$ cat src/rtl/demux32_8.sv
// Word-to-byte serializer: 32-bit words in, four MSB-first bytes out on clk_4f.
// Latency: first byte one edge after a push into an empty, idle block.
// Backpressure: ready_out drops while the word FIFO holds DEPTH words.
module word_fifo #(
  parameter int W     = 32,
  parameter int DEPTH = 4
) (
  input  logic                     clk,
  input  logic                     rst_n,
  input  logic                     push,
  input  logic [W-1:0]             push_dat,
  input  logic                     pop,
  output logic [W-1:0]             head_dat,
  output logic [$clog2(DEPTH):0]   count
);
  localparam int AW = $clog2(DEPTH);

  logic [W-1:0]  mem [DEPTH];
  logic [AW-1:0] wr_ptr;
  logic [AW-1:0] rd_ptr;

  // Storage carries no reset; only pointers and count define contents.
  always_ff @(posedge clk) begin
    if (push) mem[wr_ptr] <= push_dat;
  end

  always_ff @(posedge clk or negedge rst_n) begin
    if (!rst_n) begin
      wr_ptr <= '0;
      rd_ptr <= '0;
      count  <= '0;
    end else begin
      if (push) wr_ptr <= wr_ptr + 1'b1;
      if (pop)  rd_ptr <= rd_ptr + 1'b1;
      case ({push, pop})
        2'b10:   count <= count + 1'b1;
        2'b01:   count <= count - 1'b1;
        default: count <= count;
      endcase
    end
  end

  assign head_dat = mem[rd_ptr];
endmodule

module demux32_8 #(
  parameter int DEPTH = 4
) (
  input  logic                     clk_4f,
  input  logic                     reset,
  input  logic [31:0]              data_in,
  input  logic                     valid_in,
  output logic                     ready_out,
  output logic [7:0]               data_out,
  output logic                     valid_out,
  output logic [$clog2(DEPTH):0]   fifo_count
);
  localparam int CW = $clog2(DEPTH) + 1;

  typedef enum logic {IDLE, SHIFT} state_t;

  state_t      state;
  state_t      state_nxt;
  logic        push;
  logic        pop;
  logic [31:0] head_dat;
  logic [31:0] shreg;
  logic [1:0]  byte_idx;

  // Full check uses the pre-edge count, so a full FIFO refuses even on a pop edge.
  assign ready_out = reset && (fifo_count < CW'(DEPTH));
  assign push      = valid_in && ready_out;

  word_fifo #(.W(32), .DEPTH(DEPTH)) u_fifo (
    .clk      (clk_4f),
    .rst_n    (reset),
    .push     (push),
    .push_dat (data_in),
    .pop      (pop),
    .head_dat (head_dat),
    .count    (fifo_count)
  );

  always_ff @(posedge clk_4f or negedge reset) begin
    if (!reset) state <= IDLE;
    else        state <= state_nxt;
  end

  always_comb begin
    pop       = 1'b0;
    state_nxt = state;
    unique case (state)
      IDLE: begin
        if (fifo_count != '0) begin
          pop       = 1'b1;
          state_nxt = SHIFT;
        end
      end
      SHIFT: begin
        // Last byte on the wire: chain straight into the next word if one is waiting.
        if (byte_idx == 2'd3) begin
          if (fifo_count != '0) pop = 1'b1;
          else                  state_nxt = IDLE;
        end
      end
      default: state_nxt = IDLE;
    endcase
  end

  // byte_idx tracks which byte of the current word is on data_out.
  always_ff @(posedge clk_4f or negedge reset) begin
    if (!reset) begin
      shreg     <= '0;
      data_out  <= 8'h00;
      valid_out <= 1'b0;
      byte_idx  <= 2'd0;
    end else if (pop) begin
      shreg     <= {head_dat[23:0], 8'h00};
      data_out  <= head_dat[31:24];
      valid_out <= 1'b1;
      byte_idx  <= 2'd0;
    end else if (state == SHIFT && byte_idx != 2'd3) begin
      shreg     <= {shreg[23:0], 8'h00};
      data_out  <= shreg[31:24];
      valid_out <= 1'b1;
      byte_idx  <= byte_idx + 2'd1;
    end else begin
      data_out  <= 8'h00;
      valid_out <= 1'b0;
      byte_idx  <= 2'd0;
    end
  end
endmodule

$ cat config.mk
export PLATFORM = sky130hd
export DESIGN_NAME = demux32_8
export DESIGN_NICKNAME = d
export VERILOG_FILES = /design/src/rtl/demux32_8.sv
export SDC_FILE = /design/constraint.sdc
export NUM_CORES = 1
export LEC_CHECK = 0
export BUFFER_PORTS_ARGS = -buffer_cell sky130_fd_sc_hd__clkbuf_2
export CAP_MARGIN = 20
export CORE_ASPECT_RATIO = 0.5
export CORE_UTILIZATION = 45
export DETAILED_ROUTE_END_ITERATION = 16
export PLACE_DENSITY = 0.66
export SKIP_CTS_REPAIR_TIMING = 1
export SLEW_MARGIN = 20
export SYNTH_ARGS = -nofsm -noshare
export SYNTH_HDL_FRONTEND = slang
export SYNTH_HIERARCHICAL = 1
export SYNTH_SLANG_ARGS = --single-unit
$ cat constraint.sdc
create_clock -name clk_4f -period 2.9 [get_ports clk_4f]
set_input_delay 0.145 -clock clk_4f [delete_from_list [all_inputs] [get_ports clk_4f]]
set_output_delay 0.145 -clock clk_4f [all_outputs]
set_load 0.005 [all_outputs]
* Word-level counts from Yosys, hierarchy flattened
Memory sizes are Yosys's and may differ from the RTL's.
Cells that the tools add are included.
** Storage, ports and cells
- Register bits after elaboration :: 51
- Memories kept :: 1
- Bits of input ports :: 35
- Bits in writable memories :: 128
- Logic and storage cells :: 42
- Output and inout port bits :: 13
** Cells by class
- Muxes and demuxes :: 16
- Eq/ne operators :: 4
- Order comparisons :: 1
- Add/subtract/negate cells :: 5
- Reduce and logical (&&, ||, !) cells :: 6
- Bitwise gates (word level) :: 1
** Memories
- u_fifo.mem :: words 4, bits a word 32, rd ports 1, clocked after memory_dff 0, wr ports 1, RTL line 18 : logic [W-1:0] mem [DEPTH];
** Operators by type and width (count)
- 2-to-1 mux 32 bit :: 2
- 2-to-1 mux 8 bit :: 2
- 2-to-1 mux 1 bit :: 7
- adder 2 x 1 -> 2 bit, second input constant :: 3
- case mux 3 bit (2 select lines) :: 1
- equality test 2 bit, second input constant :: 2
- 2-to-1 mux 2 bit :: 2
- case mux 1 bit (2 select lines) :: 2
- nonzero test 2 bit :: 2
- adder 3 x 1 -> 3 bit, second input constant :: 1
- logical AND 1 bit :: 3
- < comparator 3 bit, second input constant :: 1
- nonzero test 3 bit :: 1
- subtractor 3 x 1 -> 3 bit, second input constant :: 1
- equality test 2 x 1 -> 1 bit, second input constant :: 1
- != test 2 bit, second input constant :: 1
- NOT 1 bit :: 1

* Logic depth before layout (Yosys ltp)
Gate-level depths: netlist (run 1).
- Depth in word-level cells :: 6
- Mapped depth :: 10
- Depth with buffers taken out :: 8

* Cells and area by module
Netlist (run 1), hierarchy kept.
** By module, submodules not included
- word_fifo :: instances 1, cells an instance 199, seq. area each 4018.9 µm², area an instance 5043.6 µm²
- demux32_8 :: instances 1, cells an instance 105, seq. area each 900.9 µm², area an instance 1460.2 µm²

* Worst setup path before layout (run 1)
No wires, ideal clock.
- Path type :: register to register
- Start point :: reg byte_idx[0]
- End point :: reg u_fifo.count[2]
- Data required time :: 2.772 ns
- Cell stages (with the launch flop) :: 11
- Slack :: 0.744 ns
- Arrival :: 2.027 ns
- Path through :: dfrtp_1 > ha_1 > and2b_1 > buf_4 > nor2_4 > buf_4 > ha_1 > fa_1 > xnor2_1 > nor2_1 > xor2_1
** On the way
- Cells in the longest elaborated chain, start to end :: 5
** RTL lines
- from (decl) :: RTL line 68 : logic [1:0] byte_idx;
- from (signal assigned) :: RTL line 126 : byte_idx <= byte_idx + 2'd1;
- equality test 2 bit * :: RTL line 101 : if (byte_idx == 2'd3) begin
- 2-to-1 mux 1 bit * :: RTL line 101
- case mux 1 bit (2 select lines) * :: RTL line 92 : unique case (state)
- named net pop :: RTL line 65 : logic pop;
- equality test 2 x 1 -> 1 bit or equality test 2 bit (tied branches) :: RTL line 35 : case ({push, pop})
- case mux 3 bit (2 select lines) or nonzero test 2 bit (tied branches)
- to (signal assigned) :: RTL line 36 : 2'b10: count <= count + 1'b1;
- to (signal assigned) :: RTL line 37 : 2'b01: count <= count - 1'b1;
- to (signal assigned) :: RTL line 38 : default: count <= count;
- to (decl) :: RTL line 14 : output logic [$clog2(DEPTH):0] count
The timed path passes the listed nets; every way through them passes the cells marked *.
A chain may end at the register's enable or synchronous reset.

* Worst setup path after layout (run 1)
- Start point :: reg u_fifo.count[2]
- End point :: reg u_fifo.count[2]
** RTL lines
- < comparator 3 bit * :: RTL line 71 : assign ready_out = reset && (fifo_count < CW'(DEPTH));
- logical AND 1 bit * :: RTL line 71
- logical AND 1 bit * :: RTL line 72 : assign push = valid_in && ready_out;
- named net push :: RTL line 64 : logic push;
- equality test 2 x 1 -> 1 bit or equality test 2 bit (tied branches) :: RTL line 35
- case mux 3 bit (2 select lines) or nonzero test 2 bit (tied branches)
Marks and branches as above.

==> results of run 1 <==
## worst max path at each step
stage	startpoint	endpoint	depth (start not counted)
after global placement	u_fifo/count[2]	u_fifo/count[2]	8
after CTS	u_fifo/count[2]	u_fifo/count[2]	8
after floorplan	byte_idx[0]	u_fifo/count[2]	10
after global routing	u_fifo/count[2]	u_fifo/count[2]	8
final	u_fifo/count[2]	u_fifo/count[2]	8
after detailed placement	u_fifo/count[2]	u_fifo/count[2]	8
## critical path, cell delays in order, from the launching register on
cell,delay (ps)
dfrtp_1,440
nor2b_1,160
and2_1,280
inv_1,70
ha_1,240
fa_1,390
xnor2_1,140
nor2_1,130
xor2_1,200
## flip-flops by register name, summed over array words and instances, names as in the netlist
register,count
u_fifo/mem,128
valid_out,1
data_out,8
shreg,24
u_fifo/wr_ptr,2
byte_idx,2
u_fifo/count,3
u_fifo/rd_ptr,2
state,1
## metal layers
metal  vias to the layer above  track usage
met5                         -            0
li1                       1443            -
met1                      1626       0.2286
met2                        96       0.2650
met4                         0      0.05792
met3                         6      0.04725
## logic make-up after synthesis
group / synth area share
compound gates: 0.04694
simple gates: 0.03290
fa+ha+maj: 0.01462
mux: 0.1149
xor+xnor: 0.008082
buf+inv: 0.02616
flops: 0.7564
## metrics by stage
stage	setup WS (ps)	std cells	cell area (um2)	total power, mW
after floorplan	744.2	304	6504	4.643
final	767.6	601	7870	7.333
after detailed placement	770.7	536	6917	5.038
after global routing	649.8	601	7870	7.668
after CTS	754.9	568	7540	7.377
after global placement	915.3	536	6917	4.965
## power by group through the flow
stage | registers [mW] | clock network [mW] | logic [mW]
2_1_floorplan | 3.20 | 0 | 1.45
3_3_place_gp | 3.29 | 0 | 1.68
3_5_place_dp | 3.31 | 0 | 1.73
4_1_cts | 3.27 | 2.38 | 1.73
5_1_grt | 3.31 | 2.48 | 1.89
6_report | 3.26 | 2.33 | 1.74
## synth_stat cells
| master | count | area share |
|---|---|---|
| edfxtp_1 | 128 | 0.59 |
| dfrtp_1 | 43 | 0.17 |
| mux4_2 | 28 | 0.097 |
| a221o_1 | 16 | 0.025 |
| a22o_1 | 16 | 0.022 |
| and3_1 | 16 | 0.015 |
| and2_1 | 7 | 0.0067 |
| buf_2 | 6 | 0.0046 |
| ha_1 | 6 | 0.012 |
| inv_1 | 5 | 0.0029 |
| mux4_1 | 4 | 0.016 |
| buf_12 | 3 | 0.0092 |
| buf_6 | 3 | 0.0052 |
| xnor2_1 | 3 | 0.0040 |
| xor2_1 | 3 | 0.0040 |
| buf_4 | 2 | 0.0023 |
| clkbuf_1 | 2 | 0.0012 |
| nand2_1 | 2 | 0.0012 |
| nor2_1 | 2 | 0.0012 |
| and2b_1 | 1 | 0.0012 |
| clkbuf_2 | 1 | 0.00077 |
| fa_1 | 1 | 0.0031 |
| mux2_2 | 1 | 0.0017 |
| nand2b_4 | 1 | 0.0021 |
| nor2_4 | 1 | 0.0017 |
| nor2b_1 | 1 | 0.00096 |
| nor3_4 | 1 | 0.0025 |
| o21ai_0 | 1 | 0.00077 |
## final cells by class
type                    count  area [um2]
fillers                  1061        5943
flip-flops and latches    171        4921
multi-input cells         111        1414
repair buffers             90       653.1
clock buffers              17       425.4
well taps                 192       240.2
clock inverters            15       197.7
inverters                   5       18.77
==> run_results.csv, run 1 <==
group,metric,value,unit
setup_path,r2r-end,"u_fifo/count[2]",
timing,max-slew-margin-rel,0.6222,
setup_path,timing.rr.start,"u_fifo/count[2]",
layout,final_cell_mix,"edfxtp_1, clkbuf_2, dfrtp_1",
grt,grt_pass1_vias,3204,
power_and_ir_drop,p_switching,1.973,mW
grt,track_usage,0.1685,
power_and_ir_drop,seqPwrFrac,0.445,
routing,wl_met3,772,um
grt,antenna_found_initial,0,
layout,layout_commonest_cell,"edfxtp_1",
die,die_x,172.0,um
setup_path,rrSetupSlack,770,ps
layout,fin_util,0.5697,
layout,n_antenna_cell,0,
timing,setup_viol,0,
routing,drc,0,
routing,wl_met1,5126,um
worst_hold_path,worstHoldStart,"valid_in",
yosys,ys_seq_area_frac,0.7564,
die,num_rows,30,
setup_path,end_kind,"flop",
worst_hold_path,holdPathEnd,"u_fifo/wr_ptr[0]",
layout,nets,438,
layout,layout-drive-gt1-share,0.2934,
worst_hold_path,hold_depth,3,
clock_tree,clock-sinks,171,
clock_tree,cts_buffers,17,
run,max_cap_violations,0,
timing,worst_slew_pin_slew,566.6,ps
outcome,status,"finished clean",
setup_path,path_class,"reg2reg",
routing,drtIter0Drc,196,
die,pin_count,48,
power_and_ir_drop,clkPwrFrac,0.318,
timing,tns,0,ps
die,initial_core_util,0.4708,
setup_path,reg2regPathDepth,8,
clock_tree,cts.clk_slew.worst_paths,60,ps
place,hpwlAfterDp,6650,um
timing,whs,191.6,ps
routing,viasPerCell,5.276,
die,fp.coreArea,13810,um2
routing,num_vias,3171,
routing,routed.top_layer,"met4",
yosys,synthCells,304,
grt,grt_start_max_net_pins,44,
timing,grt_setup_unrepaired,"no",
timing,fin_skew,8.898,ps
setup_path,critPathLaunchType,"flop",
die,fp.dieH,87.01,um
yosys,ys_ff_latch,171,
timing,timing.final.hold_violations,0,
yosys,syn_nets,346,
power_and_ir_drop,leakage,2.949,nW
place,gp_congestion,0.7159,
timing,slew_viol_final,0,
die,fp.dieArea,14970,um2
worst_hold_path,min-delay-path-class,"in2reg",
grt,grt-ovfl-total,0,
routing,ant_nets,0,
power_and_ir_drop,p_int,5.359,mW
yosys,avgSynthCellArea,21.39,um2
clock_tree,cts_tree,"done",
power_and_ir_drop,power_density,931.7,nW/um2
clock_tree,clockBufferDepth,2,
yosys,ys_types,28,
power_and_ir_drop,combPwrFrac,0.237,
setup_path,critPathRequiredTime,3220,ps
routing,dr.pass1.iters,4,
timing,max_freq,469.0,MHz
routing,wirelength,11490,um
grt,grt_pass1_wl,17990,um
yosys,yosys_warnings,6,
place,portBuffers,47,
clock_tree,worstSkewPairLatency,420,ps
layout,area_growth,21.01,%
timing,post-route-period-util,0.7353,
routing,wl_met2,5520,um
clock_tree,root_buffer,"clkbuf_16",
yosys,synthesis.area,6504,um2
routing,avgRoutedWirePerCell,19.12,um
power_and_ir_drop,ir_drop,0.0004829,V
power_and_ir_drop,p_sw_frac,0.2691,
clock_tree,cts_max_level,4,
timing,min_period,2132,ps
setup_path,crit_fanout,8,
setup_path,cp.arrival,2460,ps
No activity file was read; power rests on OpenSTA's default activity.
==> run 2, diff against run 1 <==
--- a/config.mk
+++ b/config.mk
@@ -5,12 +5,13 @@
 export SDC_FILE = /design/constraint.sdc
 export NUM_CORES = 1
 export LEC_CHECK = 0
+export ABC_AREA = 1
 export BUFFER_PORTS_ARGS = -buffer_cell sky130_fd_sc_hd__clkbuf_2
 export CAP_MARGIN = 20
 export CORE_ASPECT_RATIO = 0.5
 export CORE_UTILIZATION = 45
 export DETAILED_ROUTE_END_ITERATION = 16
-export PLACE_DENSITY = 0.66
+export PLACE_DENSITY = 0.69
 export SKIP_CTS_REPAIR_TIMING = 1
 export SLEW_MARGIN = 20
 export SYNTH_ARGS = -nofsm -noshare
==> constraint.sdc (replaced) <==
create_clock -name clk_4f -period 1.8 [get_ports clk_4f]
set_input_delay 0.09 -clock clk_4f [delete_from_list [all_inputs] [get_ports clk_4f]]
set_output_delay 0.09 -clock clk_4f [all_outputs]
set_load 0.005 [all_outputs]
==> run_results.csv, run 2 <==
group,metric,value,unit
outcome,status,"finished clean",
setup_path,cpLargestDelayFamily,"adder cells",
die,die_x,180.2,um
timing,fin_skew,8.385,ps
layout,nets,790,
setup_path,cp.arrival,2070,ps
setup_path,crit_fanout,3,
routing,dr.pass1.iters,4,
die,fp.coreArea,15450,um2
clock_tree,cts_max_level,4,
power_and_ir_drop,p_switching,4.677,mW
die,fp.dieH,91.09,um
layout,n_fill_cell,1263,
power_and_ir_drop,combPwrFrac,0.322,
layout,n_antenna_cell,0,
layout,multi_input_area,1752,um2
yosys,synth_edf_count,128,
setup_path,path_class,"reg2reg",
layout,reg.largest.list,"u_fifo/mem x128, shreg x24, data_out x8",
power_and_ir_drop,leakage,3.745,nW
timing,max_freq,568.3,MHz
clock_tree,cts.clk_slew.worst_paths,70,ps
yosys,synth.area.top_cells,"edfxtp_1, dfrtp_1, nand2_1",
routing,num_vias,4661,
yosys,avgSynthCellArea,10.86,um2
place,portBuffers,47,
routing,viasPerCell,4.830,
grt,grt-ovfl-total,0,
layout,layout_commonest_cell,"nand2_1",
power_and_ir_drop,p_int,8.476,mW
routing,drtIter0Drc,290,
grt,grt_pass1_vias,4319,
place,gp_congestion,0.7872,
setup_path,max_stage_delay,400,ps
worst_hold_path,min-delay-path-class,"in2reg",
timing,worst_slew_pin_slew,566.4,ps
layout,layout-drive-gt1-share,0.1656,
yosys,synth_top_area_cell,"edfxtp_1",
setup_path,critPathRequiredTime,2110,ps
grt,grt_start_max_net_pins,54,
layout,final_cell_mix,"nand2_1, edfxtp_1, inv_1",
run,max_cap_violations,0,
layout,final-seq-area,4926,um2
clock_tree,cts_tree,"done",
grt,track_usage,0.1736,
timing,timing.final.hold_violations,0,
place,hpwlAfterDp,8288,um
yosys,syn_nets,700,
yosys,synth-main-ff-cell,"edfxtp_1",
grt,antenna_found_initial,0,
yosys,yosys_warnings,6,
layout,area_growth,22.14,%
layout,fin_util,0.5645,
die,initial_core_util,0.4622,
yosys,ys_types,23,
setup_path,end_kind,"flop",
timing,min_period,1760,ps
layout,top_register,"u_fifo/mem",
routing,ant_nets,0,
power_and_ir_drop,clkPwrFrac,0.270,
clock_tree,worstSkewPairLatency,420,ps
yosys,ys_seq_area_frac,0.6887,
timing,setup_viol,0,
power_and_ir_drop,ir_drop,0.0008653,V
die,num_rows,32,
routing,avgRoutedWirePerCell,13.90,um
yosys,synth_common_cells,"nand2_1, edfxtp_1, inv_1",
setup_path,cp_num_buf_inv,3,
timing,max-slew-margin-rel,0.6224,
yosys,synthesis.area,7143,um2
timing,slew_viol_final,0,
setup_path,critPathLaunchType,"flop",
yosys,synth_top_area_frac,0.5381,
timing,post-route-period-util,0.9776,
grt,grt_pass1_wl,21640,um
setup_path,path_cells,"ha_2 -> inv_2 -> nand2_2 -> nand2_4 -> inv_2 -> ha_4 -> fa_2 -> inv_1 -> nand2_1 -> nand4_1 -> nand2_1",
layout,largest_reg_flops,128,
routing,wirelength,13420,um
die,pin_count,48,
setup_path,worst_path_max_delay_cell,"dfrtp_1",
yosys,async_flop_share,0.2515,
power_and_ir_drop,p_sw_frac,0.3556,
clock_tree,cts_buffers,17,
clock_tree,clock-sinks,171,
power_and_ir_drop,finalPower,13.15,mW
power_and_ir_drop,seqPwrFrac,0.407,
clock_tree,clockBufferDepth,2,
yosys,synth.most_common_cell,"nand2_1",
yosys,synthCells,658,
clock_tree,root_buffer,"clkbuf_16",
die,fp.dieArea,16410,um2
yosys,ys_ff_latch,171,
power_and_ir_drop,power_density,1508,nW/um2
routing,drc,0,
-- run 2: cell count changes after synthesis, sizes merged, moves of 17 or more --
cell	delta
inv	+85
mux4	-32
nand3	+49
o211ai	+32
nand2	+176
nor2	+63
nand4	+17
-- run 2: per-layer routing --
layer | vias to the layer above | part of all wire | track usage
li1 | 2352 | - | -
met2 | 108 | 0.47 | 0.2768
met4 | 0 | 0.016 | 0.06980
met5 | - | 0 | 0
met1 | 2185 | 0.47 | 0.2304
met3 | 16 | 0.041 | 0.04172
-- run 2: kinds of logic (layout without fill, tap and decap cells) --
family | count (synthesis) | after routing | share of synthesized area
buffers and inverters | 123 | 226 | 0.07164
and+or+nand+nor | 311 | 311 | 0.1808
xor gates and xnor gates | 4 | 4 | 0.004905
adders and majority gates | 7 | 7 | 0.01331
DFF | 171 | 171 | 0.6887
AOI/OAI and AO/OA | 42 | 42 | 0.04064
-- run 2: power by group through the flow --
stage / clock network [mW] / logic (mW) / registers, mW
after detailed placement: 0 / 4.05 / 5.43
after global routing: 3.77 / 4.82 / 5.43
after global placement: 0 / 3.92 / 5.42
after CTS: 3.61 / 4.09 / 5.35
after floorplan: 0 / 3.03 / 5.21
final: 3.56 / 4.24 / 5.36
-- run 2: through the flow --
stage	worst slack (ps)	cell area [um2]	std cells	TNS (ps)	hold slack [ps]
after floorplan	12.06	7176	658	0	-205.6
after global placement	109.1	7759	897	0	248.0
after detailed placement	79.48	7759	897	0	247.4
after CTS	71.39	8337	929	0	-205.0
after global routing	-51.42	8725	965	-51.42	210.5
final	40.31	8725	965	0	185.3
-- run 2: area by class of cell --
cell class | instances | area share
Clock buffer | 17 | 0.04876
Tap cell | 204 | 0.02926
Multi-Input combinational cell | 364 | 0.2008
Clock inverter | 15 | 0.01750
Sequential cell | 171 | 0.5646
Inverter | 91 | 0.04116
Timing Repair Buffer | 103 | 0.09795
-- run 2: worst reg2reg max path, cell delays in order (launching register included) --
cell     delay, ps
dfrtp_1        400
ha_2           190
inv_2           50
nand2_2         60
nand2_4         60
inv_2           50
ha_4           160
fa_2           400
inv_1           60
nand2_1         80
nand4_1         80
nand2_1         50
-- run 2: final timing paths --
check	startpoint	end	slack [ps]	cells past startpoint
max in group asynchronous	reset	u_fifo/rd_ptr[0]	1040	3
hold / removal	valid_in	u_fifo/wr_ptr[0]	190	4
min in group asynchronous	reset	u_fifo/rd_ptr[1]	340	3
setup / recovery	byte_idx[0]	u_fifo/count[2]	40	11
hold reg to reg	shreg[27]	data_out[3]	500	2
setup reg to reg	byte_idx[0]	u_fifo/count[2]	40	11
==> run 3, diff against run 2 <==
--- a/config.mk
+++ b/config.mk
@@ -11,7 +11,7 @@
 export CORE_ASPECT_RATIO = 0.5
 export CORE_UTILIZATION = 45
 export DETAILED_ROUTE_END_ITERATION = 16
-export PLACE_DENSITY = 0.69
+export PLACE_DENSITY_LB_ADDON = 0.08
 export SKIP_CTS_REPAIR_TIMING = 1
 export SLEW_MARGIN = 20
 export SYNTH_ARGS = -nofsm -noshare
==> run_results.csv, run 3 (synthesis results as in run 2) <==
group,metric,value,unit
layout,top_register,"u_fifo/mem",
outcome,status,"finished with violations",
layout,fin_util,0.5583,
outcome,violations,"negative hold slack",
setup_path,critPathRequiredTime,2120,ps
power_and_ir_drop,seqPwrFrac,0.411,
grt,antenna_found_initial,0,
timing,slew_viol_final,0,
timing,tns,0,ps
timing,max_freq,578.8,MHz
timing,grt_setup_unrepaired,"yes",
worst_hold_path,min-delay-path-class,"in2async",
clock_tree,cts.clk_slew.worst_paths,70,ps
timing,whs,-238.4,ps
grt,grt-ovfl-total,0,
grt,track_usage,0.1871,
setup_path,worst_path_max_delay_cell,"dfrtp_1",
layout,n_antenna_cell,0,
grt,grt_start_max_net_pins,65,
clock_tree,cts_max_level,4,
power_and_ir_drop,ir_drop,0.0008725,V
timing,finalWorstSetupSlack,72.14,ps
power_and_ir_drop,leakage,3.704,nW
clock_tree,root_buffer,"clkbuf_16",
power_and_ir_drop,power_density,1505,nW/um2
setup_path,cp_num_buf_inv,3,
setup_path,max_stage_delay,430,ps
die,num_rows,32,
timing,worst_slew_pin_slew,574.1,ps
layout,final_cell_mix,"nand2_1, edfxtp_1, inv_1",
die,fp.dieArea,16410,um2
setup_path,path_cells,"inv_2 -> and3_1 -> inv_1 -> ha_4 -> fa_2 -> inv_1 -> nand2_1 -> nand4_1 -> nand2_1",
power_and_ir_drop,combPwrFrac,0.324,
grt,grt_pass1_wl,22800,um
die,die_x,180.2,um
routing,drc,0,
routing,ant_nets,0,
clock_tree,clock-sinks,171,
die,fp.coreArea,15450,um2
die,fp.dieH,91.09,um
routing,avgRoutedWirePerCell,14.93,um
timing,max-slew-margin-rel,0.6173,
setup_path,cp.arrival,2050,ps
die,pin_count,48,
power_and_ir_drop,p_int,8.333,mW
run,max_cap_violations,0,
place,pre_cts_ws,87.70,ps
layout,layout-drive-gt1-share,0.1544,
routing,wirelength,14360,um
setup_path,path_class,"reg2reg",
place,hpwlAfterDp,8621,um
die,initial_core_util,0.4622,
setup_path,end_kind,"flop",
setup_path,reg2regPathDepth,9,
clock_tree,cts_buffers,17,
layout,reg.largest.list,"u_fifo/mem x128, shreg x24, data_out x8",
layout,nets,787,
grt,grt_pass1_vias,4275,
timing,min_period,1728,ps
setup_path,critPathLaunchType,"flop",
power_and_ir_drop,finalPower,12.98,mW
timing,timing.final.hold_violations,43,
clock_tree,clockBufferDepth,2,
setup_path,cp_num_cells,9,
routing,drtIter0Drc,233,
setup_path,cpLargestDelayFamily,"adder cells",
layout,area_growth,20.79,%
timing,post-route-period-util,0.9599,
timing,setup_viol,0,
routing,viasPerCell,4.798,
routing,num_vias,4616,
clock_tree,cts_tree,"done",
routing,dr.pass1.iters,5,
setup_path,crit_fanout,5,
power_and_ir_drop,p_switching,4.651,mW
layout,layout_commonest_cell,"nand2_1",
timing,fin_skew,10.29,ps
clock_tree,worstSkewPairLatency,420,ps
layout,largest_reg_flops,128,
power_and_ir_drop,p_sw_frac,0.3582,
power_and_ir_drop,clkPwrFrac,0.265,
place,gp_congestion,0.7243,
place,portBuffers,47,
## run 3: per-stage QoR
step	area, um2	std cells
after floorplan	7176	658
after global placement	7714	896
after detailed placement	7714	896
after CTS	8267	928
after global routing	8628	962
final	8628	962
## run 3: cell type report
class,count,area (um2)
clock inverter,13,120.1
sequential,171,4925
multi-input combinational,364,1744
clock buffer,19,432.9
fill,1350,6827
timing repair buffer,100,792.0
inverter,91,359.1
tap,204,255.2
## run 3: routing by layer
metal	global-route usage	up-vias	share of wire
met5	0	-	0
met4	0.08120	0	0.0063
met3	0.04452	8	0.041
met2	0.2778	77	0.45
met1	0.2635	2174	0.51
li1	-	2357	-
## run 3: worst register-to-register path: cells and delay by family (launching register included)
kind,cells,cell delay [ps]
adder cells (fa/ha/maj),2,570
flip-flops,1,430
AND/OR/NAND/NOR,4,370
buffers and inverters,3,250
## run 3: power groups by stage
stage	clock, mW	sequential, mW	combinational [mW]
finish	3.44	5.34	4.21
CTS	3.53	5.35	4.09
floorplan	0	5.21	3.03
global route	3.67	5.41	4.79
detailed placement	0	5.43	4.08
global placement	0	5.42	4.01
## run 3: final timing paths
check,from,end,slack (ps)
max,u_fifo/count[2],u_fifo/count[2],70
min,reset,u_fifo/count[2],-240
max reg2reg,u_fifo/count[2],u_fifo/count[2],70
min reg2reg,byte_idx[0],byte_idx[0],440
max in group asynchronous,reset,u_fifo/count[0],1610
min in group clk_4f,valid_in,u_fifo/wr_ptr[0],190
